[config.mk]
export PLATFORM = sky130hd
export DESIGN_NAME = fpga_status_led_ctrl
export DESIGN_NICKNAME = d
export VERILOG_FILES = /design/src/rtl/fpga_status_led_pkg.sv /design/src/rtl/fpga_led_channel.sv /design/src/rtl/fpga_status_led_ctrl.sv
export SDC_FILE = /design/constraint.sdc
export NUM_CORES = 1
export LEC_CHECK = 0
export CORE_ASPECT_RATIO = 1.75
export CORE_MARGIN = 4
export CORE_UTILIZATION = 48
export CTS_CLUSTER_SIZE = 30
export DETAILED_ROUTE_END_ITERATION = 8
export GPL_ROUTABILITY_DRIVEN = 1
export PLACE_DENSITY_LB_ADDON = 0.15
export SLEW_MARGIN = 25
export SYNTH_ARGS = -nofsm -noshare
export SYNTH_HDL_FRONTEND = slang
export SYNTH_SLANG_ARGS = --single-unit
[constraint.sdc]
create_clock -name clk_i -period 4.5 [get_ports clk_i]
set_clock_uncertainty 0.15 [all_clocks]
set_input_delay 1.125 -clock clk_i [delete_from_list [all_inputs] [get_ports clk_i]]
set_output_delay 1.125 -clock clk_i [all_outputs]
set_load 0.01 [all_outputs]
[src/rtl/fpga_status_led_pkg.sv]
// Shared types and reset defaults for the board-status LED controller.
package fpga_status_led_pkg;

    typedef enum logic [1:0] {
        LED_OFF   = 2'b00,
        LED_ON    = 2'b01,
        LED_BLINK = 2'b10,
        LED_PULSE = 2'b11
    } led_mode_e;

    typedef enum logic [1:0] {
        OVR_IDLE = 2'b00,
        OVR_PASS = 2'b01,
        OVR_FAIL = 2'b10
    } ovr_state_e;

    localparam int        LED_MODE_W     = 2;
    localparam led_mode_e CH0_RST_MODE   = LED_BLINK;
    localparam led_mode_e CHN_RST_MODE   = LED_OFF;
    localparam int        CHN_RST_PERIOD = 1;

endpackage

[src/rtl/fpga_led_channel.sv]
// One LED channel: runtime mode/period registers, ms counter, and event edge detect.
module fpga_led_channel
    import fpga_status_led_pkg::*;
#(
    parameter int        CNT_W      = 10,
    parameter led_mode_e RST_MODE   = LED_OFF,
    parameter int        RST_PERIOD = 1
) (
    input  logic                  clk_i,
    input  logic                  rst_i,
    input  logic                  tick_i,
    input  logic                  cfg_we_i,
    input  logic [LED_MODE_W-1:0] cfg_mode_i,
    input  logic [CNT_W-1:0]      cfg_period_i,
    input  logic                  event_i,
    output logic                  state_o
);

    led_mode_e        mode_q;
    logic [CNT_W-1:0] period_q;
    logic [CNT_W-1:0] cnt_q;
    logic [CNT_W-1:0] last_cnt;
    logic             evt_q;
    logic             evt_rise;

    // A zero period behaves as one, so the terminal count is never below zero.
    assign last_cnt = (period_q == '0) ? '0 : period_q - CNT_W'(1);
    assign evt_rise = event_i & ~evt_q;

    always_ff @(posedge clk_i or posedge rst_i) begin
        if (rst_i) begin
            mode_q   <= RST_MODE;
            period_q <= CNT_W'(RST_PERIOD);
            cnt_q    <= '0;
            state_o  <= 1'b0;
            evt_q    <= 1'b0;
        end else begin
            evt_q <= event_i;
            if (cfg_we_i) begin
                mode_q   <= led_mode_e'(cfg_mode_i);
                period_q <= cfg_period_i;
                cnt_q    <= '0;
                state_o  <= 1'b0;
            end else begin
                unique case (mode_q)
                    LED_OFF: begin
                        state_o <= 1'b0;
                        cnt_q   <= '0;
                    end
                    LED_ON: begin
                        state_o <= 1'b1;
                        cnt_q   <= '0;
                    end
                    LED_BLINK: begin
                        if (tick_i) begin
                            if (cnt_q == last_cnt) begin
                                cnt_q   <= '0;
                                state_o <= ~state_o;
                            end else begin
                                cnt_q <= cnt_q + CNT_W'(1);
                            end
                        end
                    end
                    LED_PULSE: begin
                        // A new edge restarts the pulse even if one is already running.
                        if (evt_rise) begin
                            state_o <= 1'b1;
                            cnt_q   <= '0;
                        end else if (state_o && tick_i) begin
                            if (cnt_q == last_cnt) begin
                                state_o <= 1'b0;
                                cnt_q   <= '0;
                            end else begin
                                cnt_q <= cnt_q + CNT_W'(1);
                            end
                        end
                    end
                endcase
            end
        end
    end

endmodule

[src/rtl/fpga_status_led_ctrl.sv]
// Board-status LED controller: shared ms prescaler, NUM_LED channels and a sticky
// program-exit override that shows pass (all lit) or fail (all blinking).
module fpga_status_led_ctrl
    import fpga_status_led_pkg::*;
#(
    parameter int NUM_LED        = 4,
    parameter int TICK_DIV       = 20000,
    parameter int CNT_W          = 10,
    parameter int DEF_PERIOD_MS  = 500,
    parameter int FAIL_PERIOD_MS = 100
) (
    input  logic                      clk_i,
    input  logic                      rst_i,
    input  logic                      cfg_we_i,
    input  logic [$clog2(NUM_LED):0]  cfg_idx_i,
    input  logic [LED_MODE_W-1:0]     cfg_mode_i,
    input  logic [CNT_W-1:0]          cfg_period_i,
    input  logic [NUM_LED-1:0]        event_i,
    input  logic                      exit_valid_i,
    input  logic [31:0]               exit_value_i,
    output logic [NUM_LED-1:0]        led_o,
    output logic                      tick_o,
    output logic                      override_o
);

    localparam int IDX_W  = $clog2(NUM_LED) + 1;
    localparam int PRE_W  = (TICK_DIV > 1) ? $clog2(TICK_DIV) : 1;
    localparam int FAIL_W = $clog2(FAIL_PERIOD_MS + 1);

    logic [PRE_W-1:0]   pre_cnt;
    logic               pre_wrap;
    logic [NUM_LED-1:0] ch_we;
    logic [NUM_LED-1:0] ch_state;
    ovr_state_e         ovr_q;
    ovr_state_e         ovr_nxt;
    logic               exit_q;
    logic               exit_rise;
    logic [FAIL_W-1:0]  fail_cnt;
    logic               fail_led;
    logic [NUM_LED-1:0] led_nxt;

    assign pre_wrap = (pre_cnt == PRE_W'(TICK_DIV - 1));

    always_ff @(posedge clk_i or posedge rst_i) begin
        if (rst_i) begin
            pre_cnt <= '0;
            tick_o  <= 1'b0;
        end else begin
            tick_o  <= pre_wrap;
            pre_cnt <= pre_wrap ? '0 : pre_cnt + PRE_W'(1);
        end
    end

    for (genvar n = 0; n < NUM_LED; n++) begin : g_ch
        assign ch_we[n] = cfg_we_i && (cfg_idx_i == IDX_W'(n));

        fpga_led_channel #(
            .CNT_W      (CNT_W),
            .RST_MODE   ((n == 0) ? CH0_RST_MODE : CHN_RST_MODE),
            .RST_PERIOD ((n == 0) ? DEF_PERIOD_MS : CHN_RST_PERIOD)
        ) u_ch (
            .clk_i        (clk_i),
            .rst_i        (rst_i),
            .tick_i       (tick_o),
            .cfg_we_i     (ch_we[n]),
            .cfg_mode_i   (cfg_mode_i),
            .cfg_period_i (cfg_period_i),
            .event_i      (event_i[n]),
            .state_o      (ch_state[n])
        );
    end

    assign exit_rise = exit_valid_i & ~exit_q;

    always_ff @(posedge clk_i or posedge rst_i) begin
        if (rst_i) begin
            ovr_q  <= OVR_IDLE;
            exit_q <= 1'b0;
        end else begin
            ovr_q  <= ovr_nxt;
            exit_q <= exit_valid_i;
        end
    end

    // Override is sticky: once PASS or FAIL is reached only reset leaves it.
    always_comb begin
        ovr_nxt = ovr_q;
        unique case (ovr_q)
            OVR_IDLE: begin
                if (exit_rise) begin
                    ovr_nxt = (exit_value_i == 32'd0) ? OVR_PASS : OVR_FAIL;
                end
            end
            OVR_PASS: ovr_nxt = OVR_PASS;
            OVR_FAIL: ovr_nxt = OVR_FAIL;
            default:  ovr_nxt = OVR_IDLE;
        endcase
    end

    // Held at "lit, count 0" until FAIL is entered so the fail blink starts lit.
    always_ff @(posedge clk_i or posedge rst_i) begin
        if (rst_i) begin
            fail_cnt <= '0;
            fail_led <= 1'b0;
        end else if (ovr_q != OVR_FAIL) begin
            fail_cnt <= '0;
            fail_led <= 1'b1;
        end else if (tick_o) begin
            if (fail_cnt == FAIL_W'(FAIL_PERIOD_MS - 1)) begin
                fail_cnt <= '0;
                fail_led <= ~fail_led;
            end else begin
                fail_cnt <= fail_cnt + FAIL_W'(1);
            end
        end
    end

    always_comb begin
        led_nxt = ch_state;
        unique case (ovr_q)
            OVR_PASS: led_nxt = '1;
            OVR_FAIL: led_nxt = {NUM_LED{fail_led}};
            default:  led_nxt = ch_state;
        endcase
    end

    always_ff @(posedge clk_i or posedge rst_i) begin
        if (rst_i) begin
            led_o <= '0;
        end else begin
            led_o <= led_nxt;
        end
    end

    assign override_o = (ovr_q != OVR_IDLE);

endmodule

==> impl_metrics.py <==
metrics = {
    "outcome": {
        "outcome": "finished, final reports clean",
    },
    "placed_design": {
        "hpwl_um": 14400,
        "port_buffers": 60,
        "place_ws_ns": 0.326,
        "gp_congestion": 0.861,
        "placedCellCount": 1058,
    },
    "hold_path": {
        "hold_path_depth": 1,
        "min_from": "pre_cnt[0]",
        "holdCritPathClass": "flop to flop",
        "hold_end": "pre_cnt[0]",
    },
    "logic_synthesis": {
        "syn_avg_cell_area_um2": 9.29,
        "yosysWarnings": 0,
        "syn_inst": 835,
        "synth_edf_count": 0,
        "ys_types": 82,
        "synthArstFlopShare": 1.00,
        "netlist_area_mm2": 0.00775,
        "synth_fp_nets": 903,
        "yosysSeqAreaShare": 0.411,
        "synth_flop_cell": "dfrtp_1",
        "ys_ff_latch": 127,
    },
    "routing": {
        "vias": 6656,
        "detail_route.wl_per_cell_um": 17.8,
        "ant_nets": 0,
        "firstDrtPassIters": 7,
        "drc_errors": 0,
        "drt_iter0_markers": 313,
        "vias_per_cell": 6.10,
        "wirelength_um": 19500,
    },
    "floorplanning": {
        "fp.dieW_um": 104,
        "core-area_mm2": 0.0159,
        "num_rows": 61,
        "initial_core_util": 0.488,
        "ioPinCount": 61,
        "die_h_um": 176,
        "fp.dieArea_mm2": 0.0183,
    },
    "pwr": {
        "total_leakage_power_nw": 3.70,
        "swShare": 0.311,
        "p_seq_frac": 0.397,
        "p_sw_mw": 1.15,
        "fin_total_pwr_mw": 3.71,
        "p_clk_frac": 0.381,
        "powerDensity_mw_per_mm2": 405,
        "internal_power_mw": 2.56,
        "max-vdd-ir-drop_v": 0.000203,
        "pwr-share-comb": 0.222,
    },
    "global_routing": {
        "first_global_vias": 6805,
        "grt_use_total": 0.216,
        "grt_pass1_wl_um": 32100,
        "antenna_found_initial": 0,
        "grt_max_degree": 59,
        "grt_overflow": 0,
    },
    "clock_tree": {
        "htreeDepth": 4,
        "clock_sinks": 127,
        "ctsResizeCount": 0,
        "clockBufferDepth": 2,
        "path_clk_slew_ns": 0.06,
        "tritoncts": "yes",
        "cts_hold_repair.buffers": 0,
        "cts_root_buf": "clkbuf_16",
        "clk_latency_ns": 0.41,
        "cts_setup_buffers": 0,
        "cts_buffers": 17,
    },
    "worst_setup_path": {
        "critPathRequiredTime_ns": 4.66,
        "r2r-end": "g_ch[3].u_ch.cnt_q[2]",
        "r2r-start": "g_ch[3].u_ch.period_q[0]",
        "reg2reg_slack_ns": 0.77,
        "start_kind": "flop",
        "ff2ff_path_depth": 10,
        "timing_worst_setup_path_type": "flop to flop",
        "path_max_fanout": 11,
        "endpoint_kind": "flop",
        "worst_ep_arrival_time_ns": 3.89,
    },
    "timing": {
        "max_slew_margin": 0.434,
        "hold_viol": 0,
        "post-route-min-period_ns": 3.73,
        "max_freq_mhz": 268,
        "rsz0062_at_grt": "no",
        "period_share": 0.829,
        "setup_tns_ns": 0,
        "finalSetupViolCount": 0,
        "tightest_slew_ns": 0.844,
        "maxSlewViolCount": 0,
        "fin_ws_ns": 0.771,
    },
    "layout": {
        "num-fill-cells": 1397,
        "fin_nets": 957,
        "drive_gt1_frac": 0.114,
        "num_antenna_cells": 0,
        "instances_no_fill": 1091,
        "area_growth_pct": 18.0,
        "fin_util": 0.577,
    },
    "flow_run": {
        "max_cap_violations": 0,
    },
}
-- logic make-up (layout without fill, tap and decap cells) --
| kind of cell | count (synthesis) | in the layout | share of synthesized area |
|---|---|---|---|
| multiplexers | 40 | 40 | 0.0563 |
| flip-flops | 127 | 127 | 0.411 |
| buffers and inverters | 74 | 141 | 0.0410 |
| adder cells (fa/ha/maj) | 13 | 13 | 0.0210 |
| XOR/XNOR | 60 | 60 | 0.0678 |
| AND/OR/NAND/NOR | 351 | 351 | 0.246 |
| AO/OA/AOI/OAI | 170 | 170 | 0.156 |
-- stage by stage --
stage | hold WS (ns) | instance area [µm²]
3_5_place_dp | 0.329 | 8520
5_1_grt | 0.352 | 9150
4_1_cts | 0.338 | 9130
2_1_floorplan | 0.294 | 7760
3_3_place_gp | 0.310 | 8520
6_report | 0.340 | 9150
-- cells in the final DEF, fill, tap and decap left out, drive strengths merged, types with 8 or more instances in the layout --
cell           instances
mux2i                 11
ha                    13
o31ai                 10
and2                   8
buf                   10
and3                   8
nor2                  62
xnor2                 35
a21oi                 27
or4                   10
mux2                  29
nand2b                19
nor4b                 10
clkdlybuf4s50         60
a211oi                19
nand4                 15
nor3                  33
or3                   12
xor2                  25
nand3                 32
dfrtp                117
nand2                 81
inv                   40
nand3b                10
clkbuf                20
dfstp                 10
o21ai                 41
nor4                  17
nor2b                  9
-- critical path, cell delays in order (launching register included) --
cell and delay, ns:
dfstp_2 0.40, inv_1 0.11, ha_1 0.33, or4b_1 0.63, or3_1 0.41, and3_1 0.20, a221oi_2 0.36, a221oi_4 0.16
a21oi_2 0.42, nand2b_1 0.20, o31ai_1 0.25
-- final cells by class --
type / count / area [µm²] / area share
multi-input combinational: 634 / 4270 / 0.466
timing repair buffer: 70 / 701 / 0.0766
clock buffer: 20 / 447 / 0.0488
clock inverter: 12 / 161 / 0.0176
sequential: 127 / 3190 / 0.349
tap: 189 / 236 / 0.0258
inverter: 39 / 150 / 0.0164
-- how the worst max path moves through the flow --
stage                     slack (ns)                     start                     to
after floorplan                 1.30  g_ch[3].u_ch.period_q[0]  g_ch[3].u_ch.cnt_q[5]
after global placement          0.52              cfg_idx_i[2]  g_ch[2].u_ch.cnt_q[9]
after detailed placement        0.33              cfg_idx_i[2]  g_ch[2].u_ch.cnt_q[9]
after CTS                       0.75              cfg_idx_i[2]  g_ch[2].u_ch.cnt_q[9]
after global routing            0.49              cfg_idx_i[2]  g_ch[2].u_ch.cnt_q[9]
final                           0.77  g_ch[3].u_ch.period_q[0]  g_ch[3].u_ch.cnt_q[2]
-- flip-flops by register name, indices dropped and copies added (netlist names) --
signal,flops
g_ch.u_ch.evt_q,4
fail_led,1
ovr_q,2
pre_cnt,15
led_o,4
g_ch.u_ch.mode_q,8
tick_o,1
fail_cnt,7
exit_q,1
g_ch.u_ch.period_q,40
g_ch.u_ch.cnt_q,40
g_ch.u_ch.state_o,4
-- power by group through the flow --
stage / sequential [mW] / combinational [mW] / clock, mW
6_report: 1.47 / 0.824 / 1.41
5_1_grt: 1.50 / 0.915 / 1.49
4_1_cts: 1.47 / 0.823 / 1.44
3_5_place_dp: 1.48 / 0.817 / 0
3_3_place_gp: 1.47 / 0.780 / 0
2_1_floorplan: 1.40 / 0.674 / 0
-- layer usage --
metal	share of wire	wire length, µm	global-route usage
met1	0.39	7520	0.230
met2	0.55	10600	0.412
met3	0.036	692	0.0329
met4	0.031	609	0.105
met5	0	0	0
-- cell usage after synthesis (8+ instances only) --
library cell,count,share of area
dfrtp_1,117,0.38
nand2_1,81,0.039
nor2_1,62,0.030
o21ai_0,40,0.026
inv_1,39,0.019
xnor2_1,35,0.040
nand3_1,32,0.021
nor3_1,32,0.021
mux2_2,28,0.041
a21oi_1,26,0.017
xor2_1,25,0.028
clkbuf_1,24,0.012
nand2b_1,19,0.015
a211oi_1,17,0.016
nor4_1,17,0.014
nand4_1,15,0.012
ha_1,13,0.021
or3_1,12,0.0097
mux2i_1,11,0.014
dfstp_2,10,0.034
nand3b_1,10,0.0097
o31ai_1,10,0.0097
or4_1,10,0.0097
nor2b_1,9,0.0073
and2_1,8,0.0065
and3_1,8,0.0065
(Power assumes the default switching activity.)
